## src/rtl/hft_pkg.sv

```systemverilog
// Shared definitions for the risk request path.
// - state_e : arbiter FSM states (IDLE, ISSUE, WAIT, RESP)
// - TRADE_W : native trade word width
package hft_pkg;

  typedef enum logic [1:0] {
    IDLE  = 2'd0,
    ISSUE = 2'd1,
    WAIT  = 2'd2,
    RESP  = 2'd3
  } state_e;

  localparam int TRADE_W = 32;

endpackage

```

## src/rtl/risk_request_arbiter_rr_arbiter.sv

```systemverilog
// rr_arbiter: combinational round-robin picker.
// Ports:
//   req       in  N      live request vector
//   ptr       in  PTR_W  index with highest priority this round
//   grant     out N      one-hot grant (all zero when nothing requests)
//   grant_idx out PTR_W  binary index of the granted requester
//   grant_any out 1      at least one request is live
// The pointer itself is owned by the parent so it only advances on a completed trade.
module rr_arbiter #(
  parameter int N     = 4,
  parameter int PTR_W = (N > 1) ? $clog2(N) : 1
) (
  input  logic [N-1:0]     req,
  input  logic [PTR_W-1:0] ptr,
  output logic [N-1:0]     grant,
  output logic [PTR_W-1:0] grant_idx,
  output logic             grant_any
);

  int               scan_idx;
  logic [PTR_W-1:0] scan_sel;

  // Scan upward from the pointer, wrapping modulo N; the first live request wins.
  always_comb begin
    grant     = '0;
    grant_idx = '0;
    grant_any = 1'b0;
    scan_idx  = 0;
    scan_sel  = '0;
    for (int k = 0; k < N; k++) begin
      scan_idx = int'(ptr) + k;
      if (scan_idx >= N) begin
        scan_idx = scan_idx - N;
      end else begin
        scan_idx = scan_idx;
      end
      scan_sel = PTR_W'(scan_idx);
      if (!grant_any && req[scan_sel]) begin
        grant[scan_sel] = 1'b1;
        grant_idx       = scan_sel;
        grant_any       = 1'b1;
      end else begin
        grant_any = grant_any;
      end
    end
  end

endmodule

```

## src/rtl/risk_request_arbiter.sv

```systemverilog
// risk_request_arbiter: shares one risk_management check port between NUM_REQ
// strategy engines, one trade in flight, round-robin fairness.
// Ports:
//   clk, rst_n      clock (rising edge), asynchronous active-low reset
//   trade_enable    global kill switch, sampled at grant time
//   req_valid/data  per-requester request and trade word (slice i at i*DATA_W)
//   req_ready       one-hot accept pulse
//   resp_valid      one-hot verdict pulse to the granted requester
//   resp_approved   verdict, meaningful only with resp_valid
//   trade_data/valid  towards risk_management (valid is a single-cycle pulse)
//   trade_approved  verdict from risk_management, RISK_LATENCY cycles after trade_valid
//   busy            high whenever the FSM is not IDLE
//   approved_cnt / rejected_cnt  saturating statistics
// All outputs are registered. The grant is decided in IDLE and req_ready is shown
// in the following IDLE cycle, which is where the handshake completes.
module risk_request_arbiter
  import hft_pkg::*;
#(
  parameter int NUM_REQ      = 4,
  parameter int DATA_W       = TRADE_W,
  parameter int RISK_LATENCY = 1,
  parameter int CNT_W        = 16
) (
  input  logic                      clk,
  input  logic                      rst_n,
  input  logic                      trade_enable,
  input  logic [NUM_REQ-1:0]        req_valid,
  input  logic [NUM_REQ*DATA_W-1:0] req_data,
  output logic [NUM_REQ-1:0]        req_ready,
  output logic [NUM_REQ-1:0]        resp_valid,
  output logic                      resp_approved,
  output logic [DATA_W-1:0]         trade_data,
  output logic                      trade_valid,
  input  logic                      trade_approved,
  output logic                      busy,
  output logic [CNT_W-1:0]          approved_cnt,
  output logic [CNT_W-1:0]          rejected_cnt
);

  localparam int                 PTR_W    = $clog2(NUM_REQ);
  localparam logic [3:0]         LAT      = 4'(RISK_LATENCY);
  localparam logic [PTR_W-1:0]   LAST_IDX = PTR_W'(NUM_REQ - 1);
  localparam logic [NUM_REQ-1:0] ONE_HOT0 = {{(NUM_REQ-1){1'b0}}, 1'b1};

  function automatic logic [CNT_W-1:0] sat_inc(input logic [CNT_W-1:0] v);
    if (v == {CNT_W{1'b1}}) begin
      sat_inc = v;
    end else begin
      sat_inc = v + {{(CNT_W-1){1'b0}}, 1'b1};
    end
  endfunction

  state_e               state_q, state_d;
  logic [PTR_W-1:0]     ptr_q, ptr_d;
  logic [PTR_W-1:0]     gnt_idx_q, gnt_idx_d;
  logic                 en_q, en_d;
  logic                 verdict_q, verdict_d;
  logic [3:0]           wcnt_q, wcnt_d;
  logic [3:0]           wcnt_dec;
  logic [DATA_W-1:0]    data_q, data_d;
  logic [DATA_W-1:0]    data_sel;
  logic [NUM_REQ-1:0]   req_ready_q, req_ready_d;
  logic                 trade_valid_q, trade_valid_d;
  logic [NUM_REQ-1:0]   resp_valid_q, resp_valid_d;
  logic                 resp_approved_q, resp_approved_d;
  logic                 busy_q, busy_d;
  logic [CNT_W-1:0]     approved_cnt_q, approved_cnt_d;
  logic [CNT_W-1:0]     rejected_cnt_q, rejected_cnt_d;

  logic [NUM_REQ-1:0]   arb_grant;
  logic [PTR_W-1:0]     arb_idx;
  logic                 arb_any;

  rr_arbiter #(
    .N     (NUM_REQ),
    .PTR_W (PTR_W)
  ) u_rr_arbiter (
    .req       (req_valid),
    .ptr       (ptr_q),
    .grant     (arb_grant),
    .grant_idx (arb_idx),
    .grant_any (arb_any)
  );

  assign wcnt_dec = wcnt_q - 4'd1;

  // Select the trade word of the requester the arbiter is currently picking.
  always_comb begin
    data_sel = '0;
    for (int i = 0; i < NUM_REQ; i++) begin
      if (arb_grant[i]) begin
        data_sel = req_data[i*DATA_W +: DATA_W];
      end else begin
        data_sel = data_sel;
      end
    end
  end

  // Next-state and registered-output logic of the arbitration FSM.
  always_comb begin
    state_d         = state_q;
    ptr_d           = ptr_q;
    gnt_idx_d       = gnt_idx_q;
    en_d            = en_q;
    verdict_d       = verdict_q;
    wcnt_d          = wcnt_q;
    data_d          = data_q;
    req_ready_d     = '0;
    trade_valid_d   = 1'b0;
    resp_valid_d    = '0;
    resp_approved_d = 1'b0;
    approved_cnt_d  = approved_cnt_q;
    rejected_cnt_d  = rejected_cnt_q;
    case (state_q)
      IDLE: begin
        if (req_ready_q != '0) begin
          // Handshake cycle: the grant is consumed now, leave IDLE.
          verdict_d     = 1'b0;
          trade_valid_d = en_q;
          if (en_q) begin
            state_d = ISSUE;
          end else begin
            state_d = RESP;
          end
        end else if (arb_any) begin
          req_ready_d = arb_grant;
          gnt_idx_d   = arb_idx;
          data_d      = data_sel;
          en_d        = trade_enable;
        end else begin
          state_d = IDLE;
        end
      end
      ISSUE: begin
        // trade_valid is visible in this cycle; a zero-latency checker answers now.
        if (LAT == 4'd0) begin
          verdict_d = trade_approved;
          state_d   = RESP;
        end else begin
          wcnt_d  = LAT;
          state_d = WAIT;
        end
      end
      WAIT: begin
        wcnt_d = wcnt_dec;
        if (wcnt_dec == 4'd0) begin
          verdict_d = trade_approved;
          state_d   = RESP;
        end else begin
          state_d = WAIT;
        end
      end
      RESP: begin
        resp_valid_d    = ONE_HOT0 << gnt_idx_q;
        resp_approved_d = verdict_q;
        if (verdict_q) begin
          approved_cnt_d = sat_inc(approved_cnt_q);
        end else begin
          rejected_cnt_d = sat_inc(rejected_cnt_q);
        end
        if (gnt_idx_q == LAST_IDX) begin
          ptr_d = '0;
        end else begin
          ptr_d = gnt_idx_q + PTR_W'(1);
        end
        state_d = IDLE;
      end
      default: begin
        state_d = IDLE;
      end
    endcase
    busy_d = (state_d != IDLE);
  end

  // State, latches and registered outputs; reset drops any trade in flight.
  always_ff @(posedge clk or negedge rst_n) begin
    if (!rst_n) begin
      state_q         <= IDLE;
      ptr_q           <= '0;
      gnt_idx_q       <= '0;
      en_q            <= 1'b0;
      verdict_q       <= 1'b0;
      wcnt_q          <= 4'd0;
      data_q          <= '0;
      req_ready_q     <= '0;
      trade_valid_q   <= 1'b0;
      resp_valid_q    <= '0;
      resp_approved_q <= 1'b0;
      busy_q          <= 1'b0;
      approved_cnt_q  <= '0;
      rejected_cnt_q  <= '0;
    end else begin
      state_q         <= state_d;
      ptr_q           <= ptr_d;
      gnt_idx_q       <= gnt_idx_d;
      en_q            <= en_d;
      verdict_q       <= verdict_d;
      wcnt_q          <= wcnt_d;
      data_q          <= data_d;
      req_ready_q     <= req_ready_d;
      trade_valid_q   <= trade_valid_d;
      resp_valid_q    <= resp_valid_d;
      resp_approved_q <= resp_approved_d;
      busy_q          <= busy_d;
      approved_cnt_q  <= approved_cnt_d;
      rejected_cnt_q  <= rejected_cnt_d;
    end
  end

  assign req_ready     = req_ready_q;
  assign resp_valid    = resp_valid_q;
  assign resp_approved = resp_approved_q;
  assign trade_data    = data_q;
  assign trade_valid   = trade_valid_q;
  assign busy          = busy_q;
  assign approved_cnt  = approved_cnt_q;
  assign rejected_cnt  = rejected_cnt_q;

endmodule

```

## config.mk

```make
export PLATFORM = sky130hd
export DESIGN_NAME = risk_request_arbiter
export DESIGN_NICKNAME = d
export VERILOG_FILES = /design/src/rtl/hft_pkg.sv /design/src/rtl/risk_request_arbiter_rr_arbiter.sv /design/src/rtl/risk_request_arbiter.sv
export SDC_FILE = /design/constraint.sdc
export NUM_CORES = 1
export LEC_CHECK = 0
export CORE_AREA = 4 4 125 127
export DETAILED_ROUTE_END_ITERATION = 16
export DIE_AREA = 0 0 129 131
export PLACE_DENSITY = 0.64
export SLEW_MARGIN = 20
export SYNTH_ARGS = -nofsm -noshare
export SYNTH_HDL_FRONTEND = slang
export SYNTH_HIERARCHICAL = 1
export SYNTH_SLANG_ARGS = --single-unit
```

## constraint.sdc

```tcl
create_clock -name clk -period 5.5 [get_ports clk]
set_input_delay 1.1 -clock clk [delete_from_list [all_inputs] [get_ports clk]]
set_output_delay 1.1 -clock clk [all_outputs]
set_load 0.03 [all_outputs]
```

==> qor.csv <==
metric,value,unit
Mapped Area,0.00500,mm²
Synth area leaders,"dfrtp_1, a21oi_1, a221oi_1",
# hold bufs at CTS,0,
pwr dens,603,mW/mm²
Setup TNS,0,ns
clock skew,0.00766,ns
"leading cell type in the layout, fill and taps excluded",clkdlybuf4s50_1,
Detail Placement HPWL,11.9,mm
Final Net Count,871,
WL/cell,17.3,µm
# rows,44,
CORE AREA,0.0144,mm²
"IR drop worst, VDD",0.000290,V
synth warn,6,
critical path class,input port to flip-flop,
register area,0.00218,mm²
final core occ,52.4,%
Placed Instance Area,0.00724,mm²
routed vias,4765,
post-route ant nets,0,
Chip Height,131,µm
Worst Setup Start Kind,input port,
GPL Wtd Cong,0.895,
gr usage total,18.8,%
Top Ports,211,
Synth area leader,dfrtp_1,
initial core utilization,34.7,%
Worst-Skew Late Latency,0.35,ns
relative max-transition margin,46.0,%
number of distinct library cells after synthesis,58,
routed vias/inst,5.25,
Final Cycle Share,72.4,%
DRT Pass-1 Iters,4,
area grow syn2layout,51.1,%
vias in the first global route,4870,
antenna violations before repair,0,
first-iteration detailed-routing DRC count,234,
Tmin final,3.98,ns
Worst EP arrival,4.24,ns
hold violation count in the final report,0,
Critical Path End Type,flip-flop,
number of synthesized flops with an enable pin,0,
CTS tree,yes,
Syn Area/Cell,9.48,µm²
GRT overflow,0,
area of the multi-input gates,0.00264,mm²
Routed Wire Length,15.7,mm
CTS resizes,0,
antenna fix cells,0,
Fmax,0.251,GHz
Hold Path Class,flip-flop to flip-flop,
register area share after synthesis,43.5,%
H-tree Lvls,3,
die area,0.0169,mm²
# clock sinks,87,
post-route design area,0.00756,mm²
syn_nets,680,
Die W,129,µm
Synth Flop Type,dfrtp_1,
max-slew violations,0,
max cap viols,0,
# fillers,1360,
# setup viols final,0,
clk root buf,clkbuf_16,
Syn Inst Count,528,
ys async rst share,100,%
run status,"finished, final reports clean",
Max Buffers Root-to-Sink,2,
share of layout cells above drive strength 1,7.32,%
worst-path maximum fanout,31,
Yosys reg bits,87,
Leak,3.11,nW
first-pass GRT wire length,25.0,mm
Worst-Margin Slew,0.806,ns
drt drc,0,
Clock transition at path regs,0.06,ns
Synth top area share,43.5,%
most frequent cells in the layout,"clkdlybuf4s50_1, dfrtp_1, a21oi_1, nor2_1, nor3_1",
CP required,5.76,ns
# port buffers,210,
unrepaired setup endpoints after global routing,false,
postcts setup bufs,0,
CTS Buf Count,9,
largest net degree at the start of global routing,88,
-- layer usage --
layer | share of wire (%) | vias to the layer above | GRT usage [%] | wire length [µm]
met5 | 0 | - | 0 | 0
met4 | 2.1 | 0 | 6.61 | 337
met3 | 9.2 | 24 | 7.64 | 1440
met2 | 48 | 183 | 31.5 | 7610
met1 | 40 | 2256 | 21.7 | 6330
li1 | - | 2302 | - | -
-- sequential cells by signal, indices dropped and copies added, names as in the netlist, 2 cells and up --
register,cells
rejected_cnt,16
approved_cnt,16
state_q,2
trade_data,32
req_ready,4
gnt_idx_q,2
resp_valid,4
wcnt_q,4
ptr_q,2
-- worst max-delay path, stage by stage --
cell,delay (ns)
clkdlybuf4s50_1,0.48
mux4_2,0.69
nor4b_4,0.47
a22oi_1,0.11
o21ai_0,0.22
nor2b_2,0.22
buf_4,0.33
a221oi_1,0.14
nor3_1,0.23
a21oi_1,0.06
a21oi_1,0.18
-- cell usage after synthesis (all sizes together), types with 3 or more instances --
cell / n
a21oi: 69
a221oi: 31
a22oi: 8
a31oi: 9
and2: 11
and3: 11
and4: 7
buf: 11
clkbuf: 24
dfrtp: 87
ha: 16
inv: 14
mux2: 6
mux4: 4
nand2: 19
nand3: 12
nand4: 4
nor2: 45
nor2b: 35
nor3: 36
nor4: 3
o211ai: 3
o21a: 3
o21ai: 14
xnor2: 12
xor2: 11
-- final timing paths --
kind | start | to | slack [ns] | cells past startpoint
worst max register to register | ptr_q[0] | trade_data[31] | 1.81 | 10
worst min-delay path | trade_data[30] | trade_data[30] | 0.49 | 1
worst min register to register | trade_data[30] | trade_data[30] | 0.49 | 1
worst max-delay path | req_valid[3] | trade_data[0] | 1.52 | 11
max in group asynchronous | rst_n | trade_data[18] | 4.14 | 1
min in group asynchronous | rst_n | approved_cnt[5] | 0.83 | 1
-- stage by stage --
step                hold slack, ns  worst slack, ns  total power (W)  cells
finish                       0.489             1.52          0.00456    908
global route                 0.514             1.31          0.00494    908
CTS                          0.498             1.47          0.00460    908
detailed placement           0.483             1.11          0.00391    892
global placement             0.476             1.25          0.00383    892
floorplan                    0.491             2.17          0.00302    528
-- final cells by class --
type | instances | area share (%)
inverters | 14 | 0.695
clock buffers | 12 | 3.26
flip-flops and latches | 87 | 28.8
clock inverters | 4 | 1.03
well taps | 184 | 3.04
multi-input cells | 392 | 34.9
repair buffers | 215 | 28.3
-- cells by family after synthesis --
kind of cell | share of synthesized area [%]
flops | 43.5
xor+xnor | 4.02
simple gates | 21.8
compound gates | 18.5
buf+inv | 4.37
fa+ha+maj | 4.00
mux | 3.77
-- power breakdown --
part           internal (W)  switching [W]
combinational       0.00117        0.00166
sequential         0.000872       0.000187
clock              0.000413       0.000259
total               0.00246        0.00211
No activity file was read; power rests on OpenSTA's default activity.
